==> src/rtl/lw_sha_axi4_wr_queue_if.sv <==
// Conduit write port and control-logic write port of the SHA/HMAC write queue.
interface lw_sha_axi4_wr_queue_if #(
  parameter int DATA_WIDTH = 32,
  parameter int ADDR_WIDTH = 12
);
  logic                  con_wr_i;
  logic [ADDR_WIDTH-1:0] con_waddr_i;
  logic [DATA_WIDTH-1:0] con_wdata_i;
  logic                  con_slv_error_o;
  logic                  ctl_wr_o;
  logic [ADDR_WIDTH-1:0] ctl_waddr_o;
  logic [DATA_WIDTH-1:0] ctl_wdata_o;

  // Queue side: receives conduit writes, drives the control logic.
  modport slave (
    input  con_wr_i, con_waddr_i, con_wdata_i,
    output con_slv_error_o, ctl_wr_o, ctl_waddr_o, ctl_wdata_o
  );

  // Adapter/control side.
  modport master (
    output con_wr_i, con_waddr_i, con_wdata_i,
    input  con_slv_error_o, ctl_wr_o, ctl_waddr_o, ctl_wdata_o
  );
endinterface

==> src/rtl/lw_sha_axi4_wr_queue.sv <==
// In-order write-admission FIFO between the AXI4 conduit and SHA/HMAC control.
// Entries addressed to a core-gated channel drain only while that core is
// ready; every younger entry waits behind a stalled head.
module lw_sha_axi4_wr_queue #(
  parameter int                          DATA_WIDTH = 32,
  parameter int                          ADDR_WIDTH = 12,
  parameter int                          DEPTH      = 4,
  parameter int                          NCH        = 2,
  parameter logic [NCH*ADDR_WIDTH-1:0]   CH_ADDR    = {12'h020, 12'h010},
  parameter int                          DMA_BURST  = 2
) (
  input  logic                     aclk,
  input  logic                     areset,
  lw_sha_axi4_wr_queue_if.slave    bus,
  input  logic [NCH-1:0]           ch_ready_i,
  input  logic                     flush_i,
  input  logic                     ovf_clr_i,
  output logic                     ovf_o,
  output logic [7:0]               ovf_cnt_o,
  output logic [$clog2(DEPTH):0]   level_o,
  output logic                     dma_wr_req_o
);
  localparam int AW = $clog2(DEPTH);
  localparam int PW = AW + 1;

  logic [ADDR_WIDTH-1:0] addr_mem [DEPTH];
  logic [DATA_WIDTH-1:0] data_mem [DEPTH];

  logic [PW-1:0]         wr_ptr_q, rd_ptr_q, level_q, level_nxt;
  logic [NCH-1:0]        block_q, head_ch;
  logic [ADDR_WIDTH-1:0] head_addr;
  logic [DATA_WIDTH-1:0] head_data;
  logic                  head_ok, pop, accept, rej_ovf, rej_any;
  logic [7:0]            cnt_q;

  logic                  ctl_wr_p1, err_p1, ovf_p1, dma_p1;
  logic [ADDR_WIDTH-1:0] ctl_waddr_p1;
  logic [DATA_WIDTH-1:0] ctl_wdata_p1;

  // Head classification and admission/drain decisions for this cycle.
  always_comb begin
    head_addr = addr_mem[rd_ptr_q[AW-1:0]];
    head_data = data_mem[rd_ptr_q[AW-1:0]];
    head_ch   = '0;
    for (int c = 0; c < NCH; c++) begin
      head_ch[c] = (head_addr == CH_ADDR[c*ADDR_WIDTH +: ADDR_WIDTH]);
    end
    // Ungated heads always drain; gated heads need ready and no recent pop.
    head_ok   = (head_ch == '0) || ((head_ch & ch_ready_i & ~block_q) == head_ch);
    pop       = (level_q != '0) && head_ok && !flush_i;
    accept    = bus.con_wr_i && !flush_i && ((level_q < PW'(DEPTH)) || pop);
    rej_ovf   = bus.con_wr_i && !flush_i && !accept;
    rej_any   = bus.con_wr_i && !accept;
    level_nxt = flush_i ? '0 : (level_q + PW'(accept) - PW'(pop));
  end

  // Storage array: written on every accepted conduit write.
  always_ff @(posedge aclk) begin
    if (accept) begin
      addr_mem[wr_ptr_q[AW-1:0]] <= bus.con_waddr_i;
      data_mem[wr_ptr_q[AW-1:0]] <= bus.con_wdata_i;
    end
  end

  // Pointers, occupancy, channel block flags, overflow accounting, outputs.
  always_ff @(posedge aclk) begin
    if (areset) begin
      wr_ptr_q     <= '0;
      rd_ptr_q     <= '0;
      level_q      <= '0;
      block_q      <= '0;
      cnt_q        <= '0;
      ctl_wr_p1    <= 1'b0;
      ctl_waddr_p1 <= '0;
      ctl_wdata_p1 <= '0;
      err_p1       <= 1'b0;
      ovf_p1       <= 1'b0;
      dma_p1       <= 1'b1;
    end else begin
      if (flush_i) begin
        rd_ptr_q <= wr_ptr_q;
      end else begin
        if (accept) wr_ptr_q <= wr_ptr_q + PW'(1);
        if (pop)    rd_ptr_q <= rd_ptr_q + PW'(1);
      end
      level_q <= level_nxt;
      // A channel pop blocks that channel for one cycle while the core's
      // ready has not yet fallen.
      block_q <= pop ? head_ch : '0;

      if (ovf_clr_i)                    cnt_q <= {7'd0, rej_ovf};
      else if (rej_ovf && cnt_q != 8'hFF) cnt_q <= cnt_q + 8'd1;

      // ---- stage p1: registered outputs of this cycle's decisions ----
      ctl_wr_p1 <= pop;
      if (pop) begin
        ctl_waddr_p1 <= head_addr;
        ctl_wdata_p1 <= head_data;
      end
      err_p1 <= rej_any;
      ovf_p1 <= rej_ovf;
      dma_p1 <= (PW'(DEPTH) - level_nxt) >= PW'(DMA_BURST);
    end
  end

  assign bus.ctl_wr_o        = ctl_wr_p1;
  assign bus.ctl_waddr_o     = ctl_waddr_p1;
  assign bus.ctl_wdata_o     = ctl_wdata_p1;
  assign bus.con_slv_error_o = err_p1;
  assign ovf_o               = ovf_p1;
  assign ovf_cnt_o           = cnt_q;
  assign level_o             = level_q;
  assign dma_wr_req_o        = dma_p1;
endmodule
==> src/flat_wrapper.sv <==
// flat-port wrapper written by rule: the top's interface ports become plain ports
module lw_sha_axi4_wr_queue_flat 
#(
  parameter int                          DATA_WIDTH = 32,
  parameter int                          ADDR_WIDTH = 12,
  parameter int                          DEPTH      = 4,
  parameter int                          NCH        = 2,
  parameter logic [NCH*ADDR_WIDTH-1:0]   CH_ADDR    = {12'h020, 12'h010},
  parameter int                          DMA_BURST  = 2
)
  (aclk, areset, ch_ready_i, flush_i, ovf_clr_i, ovf_o, ovf_cnt_o, level_o, dma_wr_req_o, bus_con_wr_i, bus_con_waddr_i, bus_con_wdata_i, bus_con_slv_error_o, bus_ctl_wr_o, bus_ctl_waddr_o, bus_ctl_wdata_o);
  lw_sha_axi4_wr_queue_if #(.DATA_WIDTH(DATA_WIDTH), .ADDR_WIDTH(ADDR_WIDTH)) bus_i ();
  input  logic aclk;
  input  logic areset;
  input  logic [NCH-1:0] ch_ready_i;
  input  logic flush_i;
  input  logic ovf_clr_i;
  output logic ovf_o;
  output logic [7:0] ovf_cnt_o;
  output logic [$clog2(DEPTH):0] level_o;
  output logic dma_wr_req_o;
  input wire logic [$bits(bus_i.con_wr_i)-1:0] bus_con_wr_i;
  input wire logic [$bits(bus_i.con_waddr_i)-1:0] bus_con_waddr_i;
  input wire logic [$bits(bus_i.con_wdata_i)-1:0] bus_con_wdata_i;
  output wire logic [$bits(bus_i.con_slv_error_o)-1:0] bus_con_slv_error_o;
  output wire logic [$bits(bus_i.ctl_wr_o)-1:0] bus_ctl_wr_o;
  output wire logic [$bits(bus_i.ctl_waddr_o)-1:0] bus_ctl_waddr_o;
  output wire logic [$bits(bus_i.ctl_wdata_o)-1:0] bus_ctl_wdata_o;
  assign bus_i.con_wr_i = bus_con_wr_i;
  assign bus_i.con_waddr_i = bus_con_waddr_i;
  assign bus_i.con_wdata_i = bus_con_wdata_i;
  assign bus_con_slv_error_o = bus_i.con_slv_error_o;
  assign bus_ctl_wr_o = bus_i.ctl_wr_o;
  assign bus_ctl_waddr_o = bus_i.ctl_waddr_o;
  assign bus_ctl_wdata_o = bus_i.ctl_wdata_o;
  lw_sha_axi4_wr_queue #(.DATA_WIDTH(DATA_WIDTH), .ADDR_WIDTH(ADDR_WIDTH), .DEPTH(DEPTH), .NCH(NCH), .CH_ADDR(CH_ADDR), .DMA_BURST(DMA_BURST)) u_core (.aclk(aclk), .areset(areset), .bus(bus_i), .ch_ready_i(ch_ready_i), .flush_i(flush_i), .ovf_clr_i(ovf_clr_i), .ovf_o(ovf_o), .ovf_cnt_o(ovf_cnt_o), .level_o(level_o), .dma_wr_req_o(dma_wr_req_o));
endmodule
==> config.mk <==
export PLATFORM = sky130hd
export DESIGN_NAME = lw_sha_axi4_wr_queue_flat
export DESIGN_NICKNAME = d
export VERILOG_FILES = /design/src/rtl/lw_sha_axi4_wr_queue_if.sv /design/src/rtl/lw_sha_axi4_wr_queue.sv /design/src/flat_wrapper.sv
export SDC_FILE = /design/constraint.sdc
export NUM_CORES = 1
export LEC_CHECK = 0
export CAP_MARGIN = 20
export CORE_AREA = 2 2 186 151
export CTS_CLUSTER_DIAMETER = 200
export DETAILED_ROUTE_END_ITERATION = 8
export DIE_AREA = 0 0 188 153
export GPL_TIMING_DRIVEN = 0
export PLACE_DENSITY = 0.51
export SYNTH_ARGS = -nofsm -noshare
export SYNTH_HDL_FRONTEND = slang
export SYNTH_SLANG_ARGS = --single-unit
==> constraint.sdc <==
create_clock -name aclk -period 11.9 [get_ports aclk]
set_clock_uncertainty 0.15 [all_clocks]
set_input_delay 1.19 -clock aclk [delete_from_list [all_inputs] [get_ports aclk]]
set_output_delay 1.19 -clock aclk [all_outputs]
set_load 0.01 [all_outputs]
; Yosys cells after proc, flatten, opt, wreduce, memory -nomap -nowiden
; Memory sizes are Yosys's and may differ from the RTL's. A register that Yosys moved wholly into a read port is not among the register bits.
; Index checks and enable logic that the tools add are counted.
[op_classes]
eq_ne = 4
n_mux = 9
n_lt_le_gt_ge = 2
add_sub_neg = 6
bitwise_logic = 5
reduce_logical = 18
[ops]
columns = operator, count
row1 = "12-bit by 5-bit equality test with 1-bit output, second input constant", 1
row2 = "12-bit by 6-bit equality test with 1-bit output, second input constant", 1
row3 = 3-bit two-way mux, 3
row4 = "8-bit by 1-bit adder with 8-bit output, second input constant", 1
row5 = "8-bit != test, second input constant", 1
row6 = 1-bit logical AND, 7
row7 = "3-bit by 1-bit adder with 3-bit output, second input constant", 2
row8 = 2-bit AND, 2
row9 = 1-bit two-way mux, 4
row10 = 2-bit two-way mux, 2
row11 = 2-bit nonzero test, 2
row12 = 2-bit OR reduction, 2
row13 = 3-bit by 1-bit adder with 3-bit output, 1
row14 = "3-bit by 2-bit greater-or-equal comparator with 1-bit output, second input constant", 1
row15 = "3-bit less-than comparator, second input constant", 1
row16 = 3-bit nonzero test, 1
row17 = 3-bit by 1-bit subtractor with 3-bit output, 1
row18 = "3-bit subtractor, first input constant", 1
row19 = 2-bit equality test, 1
row20 = 1-bit zero test, 2
row21 = 2-bit zero test, 1
row22 = 1-bit logical OR, 2
row23 = 1-bit NOT, 2
row24 = 2-bit NOT, 1
row25 = 2-bit AND reduction, 1
[word_totals]
input_bits = 51
ff_bits = 35
mem_count = 2
word_cells = 57
output_inout_bits = 59
mem_bits_rw = 176
[mem_list]
columns = memory, depth, word_bits, rd, rd_ports_with_merged_regs, write_ports, line_no
row1 = u_core.data_mem, 4, 32, 1, 1, 1, lw_sha_axi4_wr_queue.sv:27  ; logic [DATA_WIDTH-1:0] data_mem [DEPTH];
row2 = u_core.addr_mem, 4, 12, 1, 1, 1, lw_sha_axi4_wr_queue.sv:26  ; logic [ADDR_WIDTH-1:0] addr_mem [DEPTH];

; Logic depth before layout (Yosys ltp)
; Gate-level depths: netlist of run 1.
[depth]
depth_word = 14
ltp_mapped = 18

; Worst setup path before layout of run 1
; Ideal clock, no wire load.
[synth_timing]
kind = in2reg
from = input port ch_ready_i[1]
to = register u_core.dma_p1, in the netlist u_core.dma_wr_req_o
setup_ps = 122
arrival_ps = 3826
cell_stages = 15
n_path_buf = 1
setup_slack_ps = 7802
required_time_ps = 11628
cell_sequence = nor2b_1 -> o41ai_2 -> o211a_1 -> buf_2 -> nor2_1 -> ha_1 -> inv_1 -> ha_1 -> inv_1 -> fa_1 -> nor2_1 -> inv_1 -> ha_1 -> xnor2_1 -> nand3_1
[synth_between]
elab_chain_len = 13
[synth_rtl]
columns = element, line_no
row1 = start: declaration, flat_wrapper.sv:15  ; input logic [NCH-1:0] ch_ready_i;
row2 = 2-bit AND * (2 in series), lw_sha_axi4_wr_queue.sv:49  ; head_ok = (head_ch == '0) || ((head_ch & ch_ready_i & ~block_q) == head_ch);
row3 = 2-bit equality test *, lw_sha_axi4_wr_queue.sv:49
row4 = 1-bit logical OR *, lw_sha_axi4_wr_queue.sv:49
row5 = 1-bit logical AND * (2 in series), lw_sha_axi4_wr_queue.sv:50  ; pop = (level_q != '0) && head_ok && !flush_i;
row6 = named net u_core.pop, lw_sha_axi4_wr_queue.sv:33  ; logic head_ok, pop, accept, rej_ovf, rej_any;
row7 = 1-bit logical OR, lw_sha_axi4_wr_queue.sv:51  ; accept = bus.con_wr_i && !flush_i && ((level_q < PW'(DEPTH)) || pop);
row8 = 1-bit logical AND, lw_sha_axi4_wr_queue.sv:51
row9 = 3-bit by 1-bit adder with 3-bit output, lw_sha_axi4_wr_queue.sv:54  ; level_nxt = flush_i ? '0 : (level_q + PW'(accept) - PW'(pop));
row10 = 3-bit by 1-bit subtractor with 3-bit output *, lw_sha_axi4_wr_queue.sv:54
row11 = 3-bit two-way mux *, lw_sha_axi4_wr_queue.sv:54
row12 = named net u_core.level_nxt[1], lw_sha_axi4_wr_queue.sv:29  ; logic [PW-1:0] wr_ptr_q, rd_ptr_q, level_q, level_nxt;
row13 = 3-bit subtractor *, lw_sha_axi4_wr_queue.sv:102  ; dma_p1 <= (PW'(DEPTH) - level_nxt) >= PW'(DMA_BURST);
row14 = 3-bit by 2-bit greater-or-equal comparator with 1-bit output *, lw_sha_axi4_wr_queue.sv:102
row15 = end signal: assignment, lw_sha_axi4_wr_queue.sv:102
row16 = end: declaration, lw_sha_axi4_wr_queue.sv:36  ; logic ctl_wr_p1, err_p1, ovf_p1, dma_p1;
; Mark *: on every way through the listed nets, which the timed path passes. The rest lies on a longest branch.
; A chain may end at the register's enable or synchronous reset.

; Final worst setup path of run 1
; Same ends and word-level chain as after synthesis.

==> impl_metrics.csv, run 1 <==
group,metric,value,unit
layout,postLayoutCoreUtil,0.437,
clock_network,clock_path_buffers,3,
sta,fin_crit_sh,0.381,
sta,setup_viol,0,
status,status,"finished, final reports clean",
setup_path,crit_path_max_fanout,10,
setup_path,reg2reg_to,"u_core.dma_wr_req_o$_SDFF_PP1_",
clock_network,cts_tree,"yes",
pwr,ir_drop,0.000119,V
min_path,min_from,"u_core.bus.ctl_wdata_o[13]$_SDFFE_PP0P_",
logic_synthesis,yosys.area.top_type,"edfxtp_1",
drt,wl,22.7,mm
drt,drt_iter0_drc,443,
sta,finalSetupTns,0,ns
global_routing,gr-usage-all-layers,0.156,
floorplanning,die_x,188,um
logic_synthesis,ys_warn_count,0,
logic_synthesis,synth_fp_nets,643,
clock_network,h-tree-depth,1,
setup_path,ff2ff_path_depth,17,
global_routing,antenna_found_initial,2,
global_routing,grt_pass1_vias,5823,
logic_synthesis,ys_types,48,
clock_network,holdBufCountCts,0,
setup_path,rrSetupSlack,7.39,ns
layout,nNetsFinal,784,
sta,clock.fmax,221,MHz
floorplanning,rows,54,
clock_network,cts-resized-gates,0,
pwr,power.leakage,3.75,nW
drt,vias,5694,
logic_synthesis,yosysSeqAreaShare,0.713,
logic_synthesis,synth_top_area_frac,0.569,
setup_path,path_class,"in2reg",
placement,place_congestion,0.800,
min_path,hold-path-endpoint,"u_core.bus.ctl_wdata_o[13]$_SDFFE_PP0P_",
logic_synthesis,avgSynthCellArea,16.0,um^2
logic_synthesis,synthSimpleGateAreaFrac,0.0598,
min_path,hold_depth,2,
setup_path,end_kind,"register",
logic_synthesis,synth_flop_cell,"edfxtp_1",
floorplanning,initial_core_util,0.345,
global_routing,grt_first_pass_wirelength,34.3,mm
clock_network,post-cts-setup-buffers,0,
sta,slew-limit-headroom,0.303,
clock_network,cts_root_buf,"clkbuf_16",
placement,place_inst,1058,
sta,hold_viol,0,
clock_network,cts.clk_slew.worst_paths,0.06,ns
clock_network,insertion_delay,0.54,ns
layout,drive_gt1_frac,0.142,
placement,io_buffer_count,108,
sta,worstMarginPinSlew,1.05,ns
logic_synthesis,syn_inst,582,
logic_synthesis,yosys-mux-area-fraction,0.111,
drt,dr.pass1.iters,5,
sta,grt_setup_unrepaired,"no",
logic_synthesis,synth_top_family_by_area,"multiplexers",
min_path,min_path_type,"reg2reg",
setup_path,start_kind,"primary input",
sta,slew_viol_final,0,
clock_network,cts.sinks,243,
floorplanning,die_h,153,um
logic_synthesis,ys_ff_latch,243,
clock_network,cts_buffers,27,
sta,min_period,4.53,ns
job,max_cap_violations,0,
logic_synthesis,synth-compound-area-share,0.0746,
floorplanning,dieArea,0.0288,mm^2
drt,avgRoutedWirePerCell,20.5,um
layout,fillers,2425,
drt,drcViolationCount,0,
layout,area_growth,26.8,%
drt,viasPerCell,5.13,
logic_synthesis,synthTopCellsByArea,"edfxtp_1 57%, dfxtp_1 14%, mux4_2 9.7%",
pwr,power_density,161,mW/mm^2
setup_path,worst_path_largest_cell_delay,0.59,ns
logic_synthesis,syn_area,0.00929,mm^2
global_routing,overflow,0,
setup_path,cp_slowest_cell,"o41ai_2",
global_routing,grt_max_degree,27,
floorplanning,core-area,0.0270,mm^2
setup_path,path_cells,"clkdlybuf4s50_1 -> nor2b_1 -> o41ai_2 -> o211a_1 -> buf_2 -> nor2_1 -> ha_1 -> inv_1 -> ha_1 -> inv_1 -> fa_1 -> nor2_1 -> inv_1 -> ha_1 -> xnor2_1 -> nand3_1",
logic_synthesis,synth_edf_count,176,
setup_path,arrival,4.80,ns
logic_synthesis,synthArstFlopShare,0,
placement,hpwl,15.0,mm
floorplanning,ios,110,
logic_synthesis,synth_xor_area_frac,0.00283,
drt,antenna_left,0,
layout,stdcell_count,1110,
setup_path,cp_data_required_time,12.16,ns
logic_synthesis,synth_fa_ha_area_frac,0.0143,
-- sequential cells by signal (all words and copies together) (netlist names), named ones only --
signal,cells
u_core.data_mem,128
u_core.addr_mem,48
u_core.bus.ctl_wdata_o,32
u_core.bus.ctl_waddr_o,12
u_core.ovf_cnt_o,8
u_core.level_o,3
u_core.block_q,2
u_core.rd_ptr_q,2
u_core.wr_ptr_q,2
u_core.bus.con_slv_error_o,1
u_core.bus.ctl_wr_o,1
u_core.dma_wr_req_o,1
u_core.ovf_o,1
-- worst max path at each step --
| stage | startpoint | endpoint | slack (ns) |
|---|---|---|---|
| after global routing | register | u_core.dma_wr_req_o$_SDFF_PP1_ | 7.04 |
| after detailed placement | ch_ready_i[1] | u_core.dma_wr_req_o$_SDFF_PP1_ | 6.82 |
| after CTS | register | u_core.dma_wr_req_o$_SDFF_PP1_ | 7.36 |
| final | ch_ready_i[1] | u_core.dma_wr_req_o$_SDFF_PP1_ | 7.37 |
| after global placement | ch_ready_i[1] | u_core.data_mem[3][18]$_DFFE_PP_ | 6.21 |
| after floorplan | ch_ready_i[1] | u_core.dma_wr_req_o$_SDFF_PP1_ | 7.80 |
-- area by class of cell --
cell class / instances / area (um^2) / share of cell area
tap: 364 / 455 / 0.0387
inverter: 16 / 60.1 / 0.00510
antenna: 2 / 5.00 / 0.000425
timing repair buffer: 112 / 1160 / 0.0986
clock inverter: 15 / 145 / 0.0123
clock buffer: 35 / 716 / 0.0608
buffer: 38 / 170 / 0.0144
multi-input combinational: 285 / 2440 / 0.207
sequential: 243 / 6630 / 0.563
-- metal layers --
layer | routed length (um) | global-route usage | share of wire | vias up
met5 | 0 | 0 | 0 | -
li1 | - | - | - | 2576
met4 | 432 | 0.0337 | 0.019 | 0
met3 | 1310 | 0.0349 | 0.057 | 30
met1 | 10400 | 0.220 | 0.46 | 2937
met2 | 10600 | 0.248 | 0.47 | 151
-- critical path: cells and delay by family --
kind	cells	cell delay, ns
compound gates	2	0.96
xor+xnor	1	0.17
fa+ha+maj	4	1.08
buf+inv	5	0.88
simple gates	4	0.51
-- cell usage in the layout, fill, tap and decap left out, types with 3 or more instances in the layout --
cell type and instances:
and3_1 3, and3_2 4, clkbuf_16 27, mux2i_1 4, mux2_2 3, nand2_1 8
clkinv_2 7, o21ai_0 48, or2_2 3, or3_1 3, buf_12 5, edfxtp_1 176
inv_1 16, dfxtp_1 67, nor3_1 6, mux4_2 40, clkbuf_1 38, nand3_1 51
clkinvlp_4 3, a21oi_1 51, o31ai_1 5, ha_1 9, a21o_1 3, or4_1 5
clkdlybuf4s50_1 108, a31oi_1 3, nor2_1 9, buf_2 3
-- metrics by stage --
step                      cell area, um^2  power [mW]  setup WS (ns)  hold slack [ns]
after floorplan                      9290        1.04           7.80            0.334
after global placement              10800        1.11           6.21            0.318
after detailed placement            10900        1.12           6.82            0.318
after CTS                           11800        1.91           7.36            0.329
after global routing                11800        1.96           7.04            0.351
final                               11800        1.90           7.37            0.324
-- cell usage after synthesis (all sizes together) (2+ instances only) --
cell type  number
clkbuf         31
nor2            9
nor2b           2
or2             3
buf             7
o21ai          48
a31oi           3
dfxtp          67
mux2            3
ha              9
or4             5
nor4            3
nor3            6
inv            16
nand3          51
o2111ai         2
a21oi          51
o31ai           5
or3             3
edfxtp        176
a21o            3
mux2i           4
and2            2
xnor2           2
and3            7
nand2           8
mux4           42
-- power breakdown --
group	total [mW]	switching [mW]	leakage, nW	internal [mW]
Clock	0.799	0.329	0.417	0.470
Sequential	0.942	0.0105	2.14	0.931
Combinational	0.156	0.0813	1.19	0.0746
-- cells by family (layout without fill, tap and decap cells) --
| kind of cell | after synthesis | after routing |
|---|---|---|
| DFF | 243 | 243 |
| AOI/OAI and AO/OA | 120 | 120 |
| and+or+nand+nor | 103 | 103 |
| buffers and inverters | 54 | 216 |
| muxes | 49 | 49 |
| adders and majority gates | 10 | 10 |
| xor gates and xnor gates | 3 | 3 |
| other | 0 | 2 |
Note: power is estimated with default switching activity, not from simulation.
==> run 2: changes to the inputs <==
Settings changed: PLACE_DENSITY 0.51 to 0.53.
Clock period 11.9 ns to 4 ns, I/O delays scaled along.
==> impl_metrics.csv, run 2 (synthesized netlist as in run 1, its figures left out) <==
group,metric,value,unit
setup_path,arrival,4.09,ns
setup_path,crit_family,"adder cells",
setup_path,start_kind,"register",
pwr,power.leakage,3.77,nW
placement,place_inst,1058,
setup_path,worst_path_largest_cell_delay,0.54,ns
setup_path,cp_slowest_cell,"mux4_2",
layout,regArea,0.00663,mm^2
sta,fin_hold_ws,0.237,ns
placement,place_congestion,0.796,
global_routing,grt_max_degree,26,
sta,hold_viol,0,
pwr,total_power,5.51,mW
pwr,ir_drop,0.000311,V
sta,slew_viol_final,0,
pwr,pwr-share-clk,0.404,
floorplanning,die_h,153,um
pwr,switching_share,0.221,
layout,fillers,2398,
min_path,min_path_type,"in2reg",
layout,final_common_cell,"edfxtp_1",
layout,postLayoutCoreUtil,0.439,
sta,grt_setup_unrepaired,"no",
drt,dr.pass1.iters,4,
pwr,p_int,4.29,mW
floorplanning,initial_core_util,0.345,
pwr,p_switching,1.22,mW
floorplanning,rows,54,
clock_network,cts.clk_slew.worst_paths,0.06,ns
floorplanning,dieArea,0.0288,mm^2
setup_path,worst-path-buf-inv,5,
sta,clock.fmax,260,MHz
status,status,"finished, final reports clean",
floorplanning,core-area,0.0270,mm^2
global_routing,antenna_found_initial,2,
drt,avgRoutedWirePerCell,20.1,um
setup_path,crit_path_max_fanout,4,
job,max_cap_violations,0,
clock_network,cts_root_buf,"clkbuf_16",
clock_network,clock_path_buffers,3,
drt,drt_iter0_drc,315,
drt,vias,5684,
sta,min_period,3.84,ns
clock_network,insertion_delay,0.52,ns
pwr,pwr-share-seq,0.509,
clock_network,cts.sinks,243,
layout,drive_gt1_frac,0.167,
setup_path,path_cells,"buf_6 -> buf_12 -> mux4_2 -> nor4_4 -> and2_4 -> o211a_4 -> nor2_2 -> ha_1 -> inv_1 -> ha_2 -> inv_2 -> fa_1 -> nor2_2 -> inv_2 -> ha_2 -> xnor2_1 -> nand3_1",
clock_network,h-tree-depth,1,
clock_network,cts_buffers,25,
drt,viasPerCell,5.10,
setup_path,end_kind,"register",
layout,area_growth,27.3,%
sta,setup_viol,0,
layout,nNetsFinal,792,
floorplanning,die_x,188,um
global_routing,overflow,0,
sta,worstMarginPinSlew,0.950,ns
floorplanning,ios,110,
placement,hpwl,14.9,mm
layout,layout_common_cells,"176 x edfxtp_1, 108 x clkdlybuf4s50_1, 65 x dfxtp_1",
global_routing,grt_first_pass_wirelength,34.1,mm
setup_path,cp_data_required_time,4.25,ns
clock_network,holdBufCountCts,0,
drt,antenna_left,0,
drt,drcViolationCount,0,
pwr,power_density,465,mW/mm^2
layout,largest_register_ffs,128,
setup_path,path_class,"reg2reg",
layout,multi_input_area,0.00247,mm^2
global_routing,gr-usage-all-layers,0.154,
sta,fin_crit_sh,0.961,
clock_network,cts_tree,"yes",
pwr,power_frac_comb,0.087,
drt,wl,22.4,mm
global_routing,grt_pass1_vias,5951,
placement,io_buffer_count,108,
layout,stdcell_count,1115,
sta,slew-limit-headroom,0.367,
==> run 2: layout make-up <==
type | count | area share
Multi-Input combinational cell | 285 | 0.209
Timing Repair Buffer | 123 | 0.106
Buffer | 37 | 0.0142
Sequential cell | 243 | 0.560
Clock buffer | 34 | 0.0591
Clock inverter | 12 | 0.00719
Antenna cell | 1 | 0.000212
Tap cell | 364 | 0.0385
Inverter | 16 | 0.00508
==> run 2: layer usage <==
layer | GRT usage | part of all wire | vias up
met5 | 0 | 0.00049 | -
met4 | 0.0319 | 0.019 | 2
met3 | 0.0356 | 0.055 | 35
met2 | 0.247 | 0.46 | 160
met1 | 0.215 | 0.46 | 2904
li1 | - | - | 2583
==> run 2: what timing repair did <==
action,CTS,global route
endpoints found under the hold margin,0,0
endpoints found under the setup margin,3,1
pin swaps,6,8
resized for setup,10,8
buffers inserted,9,2
==> run 2: path summary, 6_finish.rpt <==
path,cells past startpoint,to,startpoint,slack (ns)
setup / recovery,17,u_core.dma_wr_req_o$_SDFF_PP1_,register,0.16
hold / removal,2,u_core.level_o[2]$_SDFF_PP0_,flush_i,0.24
setup reg to reg,17,u_core.dma_wr_req_o$_SDFF_PP1_,register,0.16
hold reg to reg,2,u_core.bus.ctl_wdata_o[6]$_SDFFE_PP0P_,u_core.bus.ctl_wdata_o[6]$_SDFFE_PP0P_,0.33
==> run 2: power groups by stage <==
stage	clock network (mW)	logic, mW	registers [mW]
6_report	2.22	0.481	2.80
5_1_grt	2.37	0.522	2.81
4_1_cts	2.28	0.483	2.80
3_5_place_dp	0	0.466	2.86
3_3_place_gp	0	0.450	2.86
2_1_floorplan	0	0.234	2.86
==> run 2: metrics by stage <==
step / cell area (um^2) / setup WS, ns / setup TNS [ns]
CTS: 11800 / 0.00473 / 0
detailed placement: 10900 / -0.560 / -0.809
global route: 11800 / 0.0212 / 0
floorplan: 9290 / 0.270 / 0
finish: 11800 / 0.155 / 0
global placement: 10800 / -0.936 / -163.96
==> run 3: changes to the inputs <==
Settings changed: CORE_AREA 2 2 186 151 to 2 2 156 127, DIE_AREA 0 0 188 153 to 0 0 158 129, PLACE_DENSITY 0.53 to 0.72.
==> impl_metrics.csv, run 3 (synthesized netlist as in run 1, its figures left out) <==
group,metric,value,unit
floorplanning,die_h,129,um
clock_network,cts_buffers,24,
setup_path,end_kind,"register",
clock_network,cts.clk_slew.worst_paths,0.06,ns
setup_path,crit_path_max_fanout,6,
pwr,pwr-share-clk,0.411,
floorplanning,die_x,158,um
clock_network,clock_path_buffers,3,
sta,hold_viol,0,
pwr,power.leakage,3.73,nW
drt,drcViolationCount,0,
floorplanning,dieArea,0.0204,mm^2
placement,hpwl,13.3,mm
floorplanning,rows,45,
layout,nNetsFinal,782,
pwr,total_power,5.55,mW
global_routing,gr-usage-all-layers,0.204,
setup_path,cp_data_required_time,4.24,ns
pwr,p_switching,1.18,mW
global_routing,grt_max_degree,32,
clock_network,cts.sinks,243,
global_routing,antenna_found_initial,1,
layout,layout_common_cells,"176 x edfxtp_1, 108 x clkdlybuf4s50_1, 66 x dfxtp_1",
pwr,switching_share,0.213,
clock_network,h-tree-depth,1,
sta,slew-limit-headroom,0.368,
layout,fillers,1407,
job,max_cap_violations,0,
global_routing,overflow,0,
drt,antenna_left,0,
setup_path,rrSetupSlack,0.19,ns
min_path,min_path_type,"in2reg",
sta,min_period,3.81,ns
drt,wl,20.6,mm
min_path,min_from,"flush_i",
sta,clock.fmax,263,MHz
sta,fin_crit_sh,0.952,
floorplanning,core-area,0.0188,mm^2
floorplanning,ios,110,
setup_path,arrival,4.05,ns
sta,slew_viol_final,0,
placement,place_congestion,0.822,
pwr,power_density,477,mW/mm^2
setup_path,reg2reg_to,"u_core.dma_wr_req_o$_SDFF_PP1_",
clock_network,cts_tree,"yes",
pwr,pwr-share-seq,0.505,
drt,drt_iter0_drc,476,
layout,area_growth,25.2,%
sta,finalSetupTns,0,ns
floorplanning,initial_core_util,0.494,
setup_path,ff2ff_path_depth,16,
sta,grt_setup_unrepaired,"no",
status,status,"finished, final reports clean",
setup_path,cp-endpoint,"u_core.dma_wr_req_o$_SDFF_PP1_",
sta,worstMarginPinSlew,0.948,ns
layout,drive_gt1_frac,0.142,
clock_network,insertion_delay,0.52,ns
drt,viasPerCell,5.71,
layout,largest_register_ffs,128,
placement,io_buffer_count,108,
global_routing,grt_pass1_vias,5681,
drt,vias,5697,
pwr,p_int,4.37,mW
setup_path,start_kind,"register",
drt,dr.pass1.iters,5,
layout,final_common_cell,"edfxtp_1",
layout,antenna_cells,0,
pwr,ir_drop,0.000349,V
sta,setup_viol,0,
pwr,power_frac_comb,0.084,
clock_network,cts_root_buf,"clkbuf_16",
setup_path,path_class,"reg2reg",
global_routing,grt_first_pass_wirelength,31.4,mm
drt,avgRoutedWirePerCell,20.6,um
==> run 3: changes by cell type in the layout (fill, tap and decap cells not counted), sizes merged <==
cell and change:
clkbuf +1, diode -1, buf -9, bufinv +2
inv -1, clkinv -4
==> run 3: metal layers <==
| metal | GRT usage | wire length, um |
|---|---|---|
| met2 | 0.331 | 9930 |
| met3 | 0.0381 | 1420 |
| met1 | 0.289 | 8810 |
| met5 | 0 | 13 |
| met4 | 0.0493 | 409 |
==> run 3: stage by stage <==
stage / instance area, um^2 / util / hold WS, ns / worst slack (ns) / instances
3_3_place_gp: 10700 / 0.569 / 0.317 / -0.751 / 948
6_report: 11600 / 0.619 / 0.227 / 0.194 / 997
2_1_floorplan: 9290 / - / 0.334 / 0.270 / 582
4_1_cts: 11600 / 0.617 / 0.218 / 0.0906 / 996
5_1_grt: 11600 / 0.619 / 0.262 / 0.0282 / 997
3_5_place_dp: 10800 / 0.573 / 0.318 / -0.443 / 952
==> run 3: area by class of cell <==
class / instances / area [um^2] / area share
plain buffers: 37 / 168 / 0.0144
repair buffers: 114 / 1180 / 0.101
inverters: 16 / 60.1 / 0.00516
clock buffers: 35 / 682 / 0.0586
clock inverters: 9 / 129 / 0.0111
well taps: 258 / 323 / 0.0278
multi-input cells: 285 / 2470 / 0.212
flip-flops and latches: 243 / 6630 / 0.570
==> run 3: what timing repair did <==
item	in CTS	in global routing
hold buffers	0	0
pin swaps	1	0
endpoints found under the setup margin	3	1
gates resized for setup	3	5
buffers inserted	1	1
==> run 3: how the worst min path moves through the flow <==
stage / slack (ns) / depth (start not counted) / end
2_1_floorplan: 0.33 / 2 / u_core.wr_ptr_q[0]$_SDFFE_PP0P_
3_3_place_gp: 0.32 / 2 / u_core.bus.ctl_wdata_o[11]$_SDFFE_PP0P_
3_5_place_dp: 0.32 / 2 / u_core.bus.ctl_waddr_o[9]$_SDFFE_PP0P_
4_1_cts: 0.22 / 2 / u_core.level_o[2]$_SDFF_PP0_
5_1_grt: 0.26 / 2 / u_core.level_o[2]$_SDFF_PP0_
6_report: 0.23 / 2 / u_core.level_o[2]$_SDFF_PP0_
==> run 3: power groups by stage <==
stage	clock network [mW]	logic (mW)	registers [mW]
floorplan	0	0.234	2.86
global placement	0	0.438	2.86
detailed placement	0	0.456	2.86
CTS	2.31	0.461	2.80
global route	2.42	0.503	2.81
finish	2.28	0.466	2.80
==> run 3: worst max-delay path, stage by stage (launching register included) <==
cell     delay, ns
dfxtp_1       0.33
buf_6         0.15
mux4_1        0.63
nor4_4        0.34
and2_4        0.20
o211a_4       0.17
nor2_1        0.08
ha_1          0.32
inv_1         0.05
ha_1          0.18
inv_1         0.07
fa_1          0.42
nor2_2        0.12
inv_1         0.07
ha_1          0.18
xnor2_1       0.16
nand3_1       0.08
==> variant (settings of run 2) <==
Register the output `level_o` once more, cleared by the reset; this adds one clock of latency there. The other outputs are not delayed to match.
--- a/src/rtl/lw_sha_axi4_wr_queue.sv
+++ b/src/rtl/lw_sha_axi4_wr_queue.sv
@@ -110,5 +110,11 @@
   assign ovf_o               = ovf_p1;
   assign ovf_cnt_o           = cnt_q;
-  assign level_o             = level_q;
+  always_ff @(posedge aclk) begin
+    if (areset) begin
+      level_o <= '0;
+    end else begin
+      level_o <= level_q;
+    end
+  end
   assign dma_wr_req_o        = dma_p1;
 endmodule
Behaviour: not the same (Yosys sat finds a counterexample within 4 cycles, from zero or initial values and one cycle with areset high).
==> variant against run 2 <==
Sequential cell count increased by 3; final area increased by 2.1%; area after synthesis increased by 0.71%; routed wire length decreased by 0.40%; final cell count increased by 1.3%; power increased by 4.8%; worst setup slack got worse by 0.057 ns; largest power group unchanged.
==> variant: results (changes against run 2) <==
stage,metric,value,unit,change
status,status,"finished, final reports clean",,
placed_design,gp_congestion,0.857,,+7.6%
cts,cts_buffers,26,,+4.0%
final_layout,fillers,2371,,-1.1%
power,p_leak,3.85,nW,+2.1%
worst_setup_path,worst_ep_arrival_time,4.15,ns,+0.06 ns
global_route,grt_max_degree,29,,+12%
routing,routed.top_layer,met5,,
global_route,grt_pass1_wl,34.8,mm,+2.0%
global_route,grt_use_total,15.6,%,+0.15 points
power,cellInternalPower,0.00453,W,+5.5%
routing,drtAntennaViolNets,0,,unchanged
routing,vias,5709,,+0.44%
synth,synthTopCellsByArea,"edfxtp_1 56%, dfxtp_1 15%, mux4_2 10%",,
global_route,antenna_found_initial,1,,-1
cts,clk_pin_slew,0.06,ns,about the same
synth,syn_nets,655,,+1.9%
power,ir_worst_vdd,333,uV,+7.2%
routing,dr_wl_met2,10.6,mm,+1.8%
routing,wl_met1,9.99,mm,-3.4%
synth,yosys.cell_types.count,43,,-10%
global_route,grt_pass1_vias,6005,,+0.91%
min_path,min_path_type,in2reg,,
worst_setup_path,worst_path_max_delay_cell,or4_4,,
synth,yosys_warnings,0,,unchanged
synth,synth_commonest_cells,"176 x edfxtp_1, 70 x dfxtp_1, 50 x nand3_1, 49 x a21oi_1, 48 x o21ai_0",,
placed_design,dpl.hpwl,14.8,mm,-1.1%
synth,synth_edf_count,176,,unchanged
routing,drt_pass1_iterations,5,,+1
final_layout,largest_reg_flops,128,,unchanged
final_layout,diodes,0,,-1
final_layout,fin_nets,807,,+1.9%
cts,h-tree-depth,1,,unchanged
worst_setup_path,path_delay_family,adder cells,,
synth,ys_seq_area_share,71.5,%,+0.14 points
synth,synth-async-reset-ratio,0,%,unchanged
routing,dr_wl_met3,1.36,mm,+10%
routing,dr.first_iter.drc_count,422,,+34%
final_layout,drive_above_1_share,17.1,%,+0.44 points
worst_setup_path,max_stage_delay,0.60,ns,+0.06 ns
cts,cts_root_buf,clkbuf_16,,
routing,wire_per_inst,19.7,um,-1.7%
timing,worst_slew_pin_slew,0.884,ns,-0.0658 ns
cts,worstSkewPairLatency,0.52,ns,about the same
## variant: cell types whose count changed after synthesis, moves of 4 or more
| cell | before | now |
|---|---|---|
| o31ai_1 | 5 | 0 |
| nand2_1 | 8 | 13 |
| nor2_1 | 9 | 17 |
| mux2i_1 | 4 | 9 |
| nor4_1 | 1 | 5 |
| or4_1 | 5 | 1 |
| nand4_1 | 1 | 6 |
## variant: layout make-up
| class | instances | share of cell area, % |
|---|---|---|
| timing repair buffer | 124 | 10.5 |
| inverter | 13 | 0.404 |
| tap | 364 | 3.77 |
| buffer | 41 | 1.71 |
| multi-input combinational | 294 | 20.9 |
| clock buffer | 39 | 6.73 |
| clock inverter | 9 | 0.611 |
| sequential | 246 | 55.4 |
## variant: layer usage
| metal | vias up | track usage (%) |
|---|---|---|
| li1 | 2608 | - |
| met1 | 2875 | 21.6 |
| met2 | 195 | 25.5 |
| met3 | 29 | 3.33 |
| met4 | 2 | 2.96 |
| met5 | - | 0 |
## variant: kinds of logic after synthesis
family	Yosys count	share of synthesized area [%]
AO/OA/AOI/OAI	108	6.31
buffers and inverters	54	2.53
AND/OR/NAND/NOR	119	6.58
adder cells (fa/ha/maj)	10	1.42
flip-flops	246	71.5
multiplexers	54	11.4
XOR/XNOR	3	0.281
## variant: final timing paths
path,end,cells after the start,start,slack [ns]
worst max-delay path,u_core.dma_wr_req_o$_SDFF_PP1_,17,flop,0.1
worst min-delay path,u_core.level_q[2]$_SDFF_PP0_,2,flush_i,0.21
worst max register to register,u_core.dma_wr_req_o$_SDFF_PP1_,17,flop,0.1
worst min register to register,u_core.bus.ctl_wdata_o[0]$_SDFFE_PP0P_,2,u_core.bus.ctl_wdata_o[0]$_SDFFE_PP0P_,0.33
## variant: stage by stage
stage	setup TNS (ns)	worst slack (ns)	area [sq um]	instances
floorplan	0	0.0591	9360	594
global placement	-164.62	-0.943	10900	1066
detailed placement	-1.34	-0.728	11000	1070
CTS	0	0.0131	12000	1125
global route	-0.0123	-0.0123	12100	1130
finish	0	0.0977	12100	1130
## variant: repair_timing
item / CTS / global route
resized for setup: 8 / 18
buffers inserted: 7 / 5
pin swaps: 6 / 9
endpoints found under the setup margin: 3 / 1
hold buffers: 0 / 0
## variant: power groups by stage
stage | clock, W | combinational, W | sequential, W
CTS | 0.00248 | 0.000492 | 0.00284
global route | 0.00259 | 0.000556 | 0.00284
detailed placement | 0 | 0.000480 | 0.00289
global placement | 0 | 0.000463 | 0.00289
finish | 0.00242 | 0.000509 | 0.00284
floorplan | 0 | 0.000244 | 0.00290
